$ cat src/rtl/put_fsm.sv
// rtl/put_fsm.sv - PUT sub-FSM: snapshot occupancy, pick lowest free entry, write it, report done/error.

package ctrl_types_pkg;
  typedef struct packed {
    logic done;
    logic error;
  } sub_cmd_t;
endpackage

module put_fsm
  import ctrl_types_pkg::*;
#(
  parameter int NUM_ENTRIES = 16
) (
  input  logic                   clk,
  input  logic                   rst_n,
  input  logic                   en,
  input  logic                   enter,
  input  logic [NUM_ENTRIES-1:0] used,
  output logic [NUM_ENTRIES-1:0] idx_out,
  output logic                   write_out,
  output sub_cmd_t               cmd
);

  typedef enum logic [2:0] {
    PS_IDLE  = 3'd0,
    PS_ALLOC = 3'd1,
    PS_WRITE = 3'd2,
    PS_DONE  = 3'd3,
    PS_ERR   = 3'd4
  } state_e;

  state_e                 state_q, state_d;
  logic [NUM_ENTRIES-1:0] snap_q, snap_d;
  logic [NUM_ENTRIES-1:0] idx_q, idx_d;
  logic [NUM_ENTRIES-1:0] lowest_free;
  logic                   found;

  always_ff @(posedge clk) begin
    if (!rst_n) begin
      state_q <= PS_IDLE;
      snap_q  <= '0;
      idx_q   <= '0;
    end else begin
      state_q <= state_d;
      snap_q  <= snap_d;
      idx_q   <= idx_d;
    end
  end

  // One-hot of the lowest-index zero bit of the snapshot; all zero when full.
  always_comb begin
    lowest_free = '0;
    found       = 1'b0;
    for (int j = 0; j < NUM_ENTRIES; j++) begin
      if (!found && !snap_q[j]) begin
        lowest_free[j] = 1'b1;
        found          = 1'b1;
      end
    end
  end

  always_comb begin
    state_d = state_q;
    snap_d  = snap_q;
    idx_d   = idx_q;
    if (enter) begin
      state_d = PS_ALLOC;
      snap_d  = used;
    end else begin
      case (state_q)
        PS_IDLE:  state_d = PS_IDLE;
        PS_ALLOC: begin
          if (!en) begin
            state_d = PS_IDLE;
          end else if (&snap_q) begin
            state_d = PS_ERR;
          end else begin
            idx_d   = lowest_free;
            state_d = PS_WRITE;
          end
        end
        PS_WRITE: state_d = en ? PS_DONE : PS_IDLE;
        PS_DONE:  state_d = PS_IDLE;
        PS_ERR:   state_d = PS_IDLE;
        default:  state_d = PS_IDLE;
      endcase
    end
  end

  // An aborting controller (en=0) sees no strobes even in the cycle it drops en.
  always_comb begin
    write_out = 1'b0;
    idx_out   = '0;
    cmd       = '0;
    case (state_q)
      PS_WRITE: begin
        write_out = en;
        idx_out   = en ? idx_q : '0;
      end
      PS_DONE: cmd.done  = en;
      PS_ERR:  cmd.error = en;
      default: ;
    endcase
  end

endmodule

$ cat config.mk
export PLATFORM = sky130hd
export DESIGN_NAME = put_fsm
export DESIGN_NICKNAME = d
export VERILOG_FILES = /design/src/rtl/put_fsm.sv
export SDC_FILE = /design/constraint.sdc
export NUM_CORES = 1
export LEC_CHECK = 0
export ABC_AREA = 1
export CAP_MARGIN = 20
export CORE_MARGIN = 4
export CORE_UTILIZATION = 48
export DETAILED_ROUTE_END_ITERATION = 12
export PLACE_DENSITY = 0.83
export REMOVE_ABC_BUFFERS = 1
export SYNTH_ARGS = -nofsm -noshare
export SYNTH_HDL_FRONTEND = slang
export SYNTH_SLANG_ARGS = --single-unit
$ cat constraint.sdc
create_clock -name clk -period 1.95 [get_ports clk]
set_clock_uncertainty 0.2 [all_clocks]
set_input_delay 0.4875 -clock clk [delete_from_list [all_inputs] [get_ports clk]]
set_output_delay 0.4875 -clock clk [all_outputs]
set_load 0.05 [all_outputs]
==> flow_summary_export.csv, run 1 <==
group,metric,value,unit
run_status,run_status,"finished with violations",
run_status,violations,"setup timing",
finish,num-fill-cells,174,
worst_hold_path,hold_path_depth,2,
timing,max_freq,458.5,MHz
setup_path,r2r-start,"snap_q[3]$_SDFFE_PN0P_",
clock_network,root_buffer,"clkbuf_4",
placement,placed_cell_area,2341,sq um
setup_path,worst_setup_path_start_kind,"flop",
yosys,yosysMostFrequentCell,"nor2_1",
global_routing,grt_pass1_wl,7817,um
timing,finalSetupTns,-3.115,ns
yosys,yosys.area.top_type_share,0.4378,
route,ant_nets,0,
finish,nNetsFinal,315,
setup_path,worst_path_largest_cell_delay,0.37,ns
route,vias_per_cell,5.316,
global_routing,antenna_found_initial,0,
setup_path,worstRegToRegCells,8,
power,powerDensity,512.5,nW/um^2
route,drt-met1-wl,1898,um
power,power_frac_comb,0.128,
die,die_y,65.74,um
route,drt_iter0_drc,146,
timing,rsz0062_at_grt,"true",
clock_network,clk_pin_slew,0.10,ns
power,switching_share,0.2647,
power,p_leak,0.9597,nW
die,die_area,4322,sq um
route,drt-pass1-iter-count,4,
timing,slew_headroom,0.6542,
route,drc,0,
global_routing,grt_overflow,0,
yosys,synth_ff_type,"dfxtp_1",
die,start_util,0.5116,
yosys,synth_area_leaders,"dfxtp_1, nor2_1, nand2_1, inv_1, a21oi_1",
yosys,syn_avg_cell_area,6.752,sq um
route,vias,1802,
clock_network,clk_latency,0.35,ns
yosys,synth_cell_types,20,
yosys,ys_warn_count,0,
worst_hold_path,worstHoldPathType,"reg -> reg",
finish,antennaDiodeCount,0,
timing,fin_crit_sh,1.118,
yosys,synth-seq-cells,35,
placement,portBuffers,38,
yosys,synthCells,237,
power,switchingPower,0.3572,mW
setup_path,worstPathArrival,1.49,ns
timing,period_needed,2.181,ns
global_routing,grt_pass1_vias,1694,
worst_hold_path,holdCritStartpoint,"idx_q[9]$_SDFFE_PN0P_",
setup_path,worstReg2RegEnd,"idx_q[15]$_SDFFE_PN0P_",
setup_path,cp.required,1.26,ns
yosys,synth_edf_count,0,
run,maxCapViolCount,0,
setup_path,path_class,"reg -> out",
finish,syn2layout_area_growth,64.50,%
power,clock_power_share,0.302,
setup_path,startpoint,"state_q[0]$_SDFF_PN0_",
power,peakVddDrop,393.1,uV
setup_path,cp_slowest_cell,"dfxtp_4",
setup_path,end_kind,"primary output",
yosys,yosys.area.top_type,"dfxtp_1",
power,cell_internal_pwr,0.9919,mW
route,dr_wl_met3,376,um
setup_path,cp_top_family,"simple AND/OR/NAND/NOR gates",
clock_network,cts_tree,"done",
clock_network,h-tree-depth,2,
yosys,async_reset_ff_frac,0,
finish,drive_above_1_share,0.2915,
setup_path,reg2reg_slack,0.15,ns
route,wire_per_inst,15.01,um
global_routing,grt_max_degree,16,
route,dr.max_layer_used,"met4",
timing,setup_viol_count_final,18,
yosys,synthTopCellsByCount,"nor2_1, dfxtp_1, nand2_1",
die,rows,20,
yosys,seq_area_frac_synth,0.4378,
die,design.core.area,3128,sq um
yosys,synth_area,1600,sq um
clock_network,cts_num_sinks,35,
setup_path,path_buf_inv,2,
worst_hold_path,hold_end,"idx_q[9]$_SDFFE_PN0P_",
power,seqPwrFrac,0.570,
placement,gp_congestion,0.8538,
setup_path,path_cells,"nor3_4 > nand2_4 > clkbuf_16 > nor2_4 > buf_12",
timing,tightestPinTransition,0.5181,ns
route,wl_met2,2685,um
finish,final_cell_area,2633,sq um
route,routed_wirelength,5090,um
die,ioPinCount,39,
die,die_w,65.74,um
global_routing,grt_util_all_layers,0.2426,
clock_network,numCtsBuffers,5,
clock_network,clock_path_buffers,2,
placement,dp_hpwl,3093,um
setup_path,worstPathMaxFanout,5,
timing,worst_slack,-0.2309,ns
timing,drv_slew,0,
timing,hold_viol_final,0,
==> cell usage in the layout (no fill, tap or decap), drive strengths merged, types with 3 or more instances in the layout <==
cell type / synthesis / layout
nand4: 4 / 4
nor4: 3 / 3
dfxtp: 35 / 35
nor2: 54 / 54
a21oi: 19 / 19
clkbuf: 9 / 8
buf: 2 / 42
o21ai: 17 / 17
nor3: 12 / 12
inv: 32 / 32
clkdlybuf4s50: 0 / 18
nand2: 36 / 36
nand3: 13 / 13
==> kinds of logic after synthesis <==
family                 after synthesis  synth area share
buffers and inverters               43            0.1079
AO/OA/AOI/OAI                       36            0.1126
flip-flops                          35            0.4378
AND/OR/NAND/NOR                    123            0.3417
==> layout make-up <==
| type | count | area, sq um | share of cell area |
|---|---|---|---|
| Timing Repair Buffer | 62 | 805.8 | 0.3061 |
| Sequential cell | 35 | 706.9 | 0.2685 |
| Clock inverter | 1 | 5.005 | 0.001901 |
| Tap cell | 44 | 55.05 | 0.02091 |
| Clock buffer | 6 | 51.30 | 0.01949 |
| Multi-Input combinational cell | 159 | 885.9 | 0.3365 |
| Inverter | 32 | 122.6 | 0.04658 |
==> how the worst max path moves through the flow <==
stage / to / cells after the start
floorplan: cmd[0] / 2
global placement: idx_out[4] / 5
detailed placement: idx_out[14] / 5
CTS: idx_out[14] / 6
global route: idx_out[1] / 5
finish: idx_out[1] / 5
==> metal layers <==
layer,track usage,vias to the layer above
met1,0.2687,835
li1,-,868
met4,0.1088,0
met2,0.4330,85
met5,0,-
met3,0.05812,14
==> worst min-delay path, delay by kind of cell (launching register included) <==
family          cells  cell delay [ns]
compound gates      1             0.05
flops               1             0.33
simple gates        1             0.06
==> sequential cells by signal, summed over array words and instances (netlist names) <==
name and flops:
idx_q 16, snap_q 16, state_q 3
==> power groups by stage <==
stage / registers (mW) / clock network [mW] / logic (mW)
2_1_floorplan: 0.777 / 0 / 0.0660
3_3_place_gp: 0.781 / 0 / 0.149
3_5_place_dp: 0.784 / 0 / 0.154
4_1_cts: 0.769 / 0.406 / 0.164
5_1_grt: 0.773 / 0.444 / 0.189
6_report: 0.769 / 0.407 / 0.172
==> per-stage QoR <==
stage / util / cells / hold slack, ns / power, mW / setup slack (ns)
detailed placement: 0.7484 / 327 / 0.2519 / 0.9385 / -0.3577
CTS: 0.8252 / 337 / 0.2659 / 1.338 / -0.2298
global route: 0.8416 / 339 / 0.2992 / 1.406 / -0.2914
finish: 0.8416 / 339 / 0.2779 / 1.349 / -0.2309
global placement: 0.7484 / 327 / 0.2473 / 0.9303 / -0.3158
floorplan: - / 226 / 0.2409 / 0.8431 / -0.6994
==> repair_timing <==
| action | in CTS | in global routing |
|---|---|---|
| gates resized for setup | 45 | 7 |
| gates cloned | 1 | 1 |
| buffers inserted | 2 | 1 |
| hold buffers | 0 | 0 |
| pin swaps | 3 | 7 |
| setup endpoints to repair | 19 | 19 |
| hold endpoints to repair | 0 | 0 |
Note: power is estimated with default switching activity, not from simulation.
==> run 2, diff against run 1 <==
clock period = 2.43 ns   (was 1.95 ns; I/O delays follow)
==> run 2 against run 1 <==
Effect of this change: critical path type unchanged; worst hold slack got worse by 0.0083 ns; combinational power shrank 27%; flip-flop and latch count unchanged; the run now ends clean; clock power fell by 9.3%; count of clock-buffer cells in the layout grew 2; non-clock buffer count fell by 10; setup slack better by 0.31 ns.
==> flow_summary_export.csv, run 2 (same netlist as run 1, synthesis figures left out) <==
group,metric,value,unit
run_status,run_status,"complete, no violations",
clock_network,clk_pin_slew,0.11,ns
global_routing,grt_pass1_vias,1571,
clock_network,clock_path_buffers,2,
timing,tightestPinTransition,0.5282,ns
global_routing,grt_max_degree,21,
placement,dp_hpwl,2859,um
setup_path,cp_slowest_cell,"dfxtp_2",
finish,stdcell_count,330,
worst_hold_path,hold_path_depth,2,
global_routing,grt_util_all_layers,0.2166,
placement,gp_congestion,0.8247,
route,vias,1689,
worst_hold_path,worstHoldPathType,"reg -> reg",
timing,fin_crit_sh,0.9673,
finish,num-fill-cells,194,
setup_path,end_kind,"primary output",
timing,setup_viol_count_final,0,
die,design.core.area,3128,sq um
setup_path,worstPathArrival,1.54,ns
finish,final_cell_area,2531,sq um
finish,nNetsFinal,305,
setup_path,cp.required,1.62,ns
timing,slew_headroom,0.6474,
setup_path,r2r-start,"state_q[0]$_SDFF_PN0_",
clock_network,postCtsHoldBufs,0,
route,wire_per_inst,13.27,um
clock_network,cts_tree,"done",
setup_path,worstRegToRegCells,7,
route,drt-pass1-iter-count,4,
route,routed_wirelength,4378,um
die,ioPinCount,39,
clock_network,clk_latency,0.36,ns
timing,period_needed,2.351,ns
global_routing,antenna_found_initial,0,
die,die_w,65.74,um
die,start_util,0.5116,
timing,worst_slack,0.07947,ns
clock_network,root_buffer,"clkbuf_4",
setup_path,worstPathMaxFanout,4,
die,die_y,65.74,um
global_routing,grt_overflow,0,
route,vias_per_cell,5.118,
placement,dpl.cell_count,320,
setup_path,worstReg2RegEnd,"idx_q[12]$_SDFFE_PN0P_",
finish,antennaDiodeCount,0,
power,p_leak,0.9169,nW
setup_path,path_class,"reg -> out",
placement,placed_cell_area,2288,sq um
finish,largest_registers,"idx_q x16, snap_q x16, state_q x3",
die,rows,20,
clock_network,numCtsBuffers,5,
route,ant_nets,0,
die,die_area,4322,sq um
route,drt_iter0_drc,97,
placement,dp_slack,-0.1048,ns
finish,syn2layout_area_growth,58.17,%
setup_path,path_cells,"inv_2 > nor3_4 > nand2_4 > buf_16 > nor2_4 > buf_12",
run,maxCapViolCount,0,
timing,drv_slew,0,
finish,mostFrequentLayoutCells,"nand2_1, nor2_1, dfxtp_1",
timing,max_freq,425.4,MHz
power,design_power_total,1.110,mW
worst_hold_path,hold_end,"idx_q[3]$_SDFFE_PN0P_",
finish,drive_above_1_share,0.2448,
clock_network,cts_num_sinks,35,
global_routing,grt_pass1_wl,7031,um
power,peakVddDrop,357.9,uV
setup_path,worst_path_largest_cell_delay,0.37,ns
power,powerDensity,438.6,nW/um^2
timing,rsz0062_at_grt,"false",
worst_hold_path,holdCritStartpoint,"idx_q[3]$_SDFFE_PN0P_",
timing,hold_viol_final,0,
placement,portBuffers,38,
setup_path,worst_setup_path_start_kind,"flop",
setup_path,reg2reg_slack,0.72,ns
clock_network,h-tree-depth,2,
route,drc,0,
run 2: cell count changes in the layout (fill, tap and decap cells not counted), sizes merged:
cell,previous run,this run
buf,42,33
clkinv,1,0
dlygate4sd2,0,1
run 2: worst max path at each step:
stage	cells past startpoint	startpoint	end
2_1_floorplan	2	en	cmd[0]
3_3_place_gp	5	en	idx_out[4]
3_5_place_dp	5	en	idx_out[11]
4_1_cts	6	state_q[1]$_SDFF_PP0_	idx_out[11]
5_1_grt	6	state_q[1]$_SDFF_PP0_	idx_out[0]
6_report	6	state_q[1]$_SDFF_PP0_	idx_out[11]
run 2: area by class of cell:
| type | count | area (sq um) | share of cell area |
|---|---|---|---|
| inverters | 32 | 120.1 | 0.04745 |
| clock buffers | 8 | 68.82 | 0.02719 |
| well taps | 44 | 55.05 | 0.02175 |
| repair buffers | 52 | 739.5 | 0.2921 |
| flip-flops and latches | 35 | 701.9 | 0.2773 |
| multi-input cells | 159 | 845.8 | 0.3342 |
run 2: timing repair:
item / in CTS / in global routing
pin swaps: 0 / 3
resized for setup: 35 / 2
setup buffers: 0 / 0
gates cloned: 2 / 0
endpoints found under the setup margin: 18 / 4
run 2: metrics by stage:
stage | util | TNS, ns | hold slack, ns
2_1_floorplan | - | -0.5636 | 0.2409
3_3_place_gp | 0.7316 | -1.118 | 0.2486
3_5_place_dp | 0.7316 | -1.396 | 0.2563
4_1_cts | 0.8108 | 0 | 0.2700
5_1_grt | 0.8092 | 0 | 0.2945
6_report | 0.8092 | 0 | 0.2696
run 2: where the power goes:
group	switching, mW	leakage, nW	internal, mW
clock	0.199	0.0386	0.170
sequential	0.0194	0.287	0.596
combinational	0.0660	0.591	0.0589
run 2: critical path: cells and delay by family, from the launching register on:
family	cells	cell delay [ns]
AND/OR/NAND/NOR	3	0.45
flip-flops	1	0.37
buffers and inverters	3	0.37
run 2: metal layers:
layer | up-vias | track usage | part of all wire
met5 | - | 0 | 0
li1 | 849 | - | -
met1 | 775 | 0.2344 | 0.39
met2 | 54 | 0.3830 | 0.52
met4 | 0 | 0.1347 | 0.035
met3 | 11 | 0.04103 | 0.050
==> run 3, diff against run 2 <==
CTS_CLUSTER_DIAMETER = 200   (was not set)
==> results of run 3 <==
The final DEF is identical to that of run 2; final timing and power are the same.
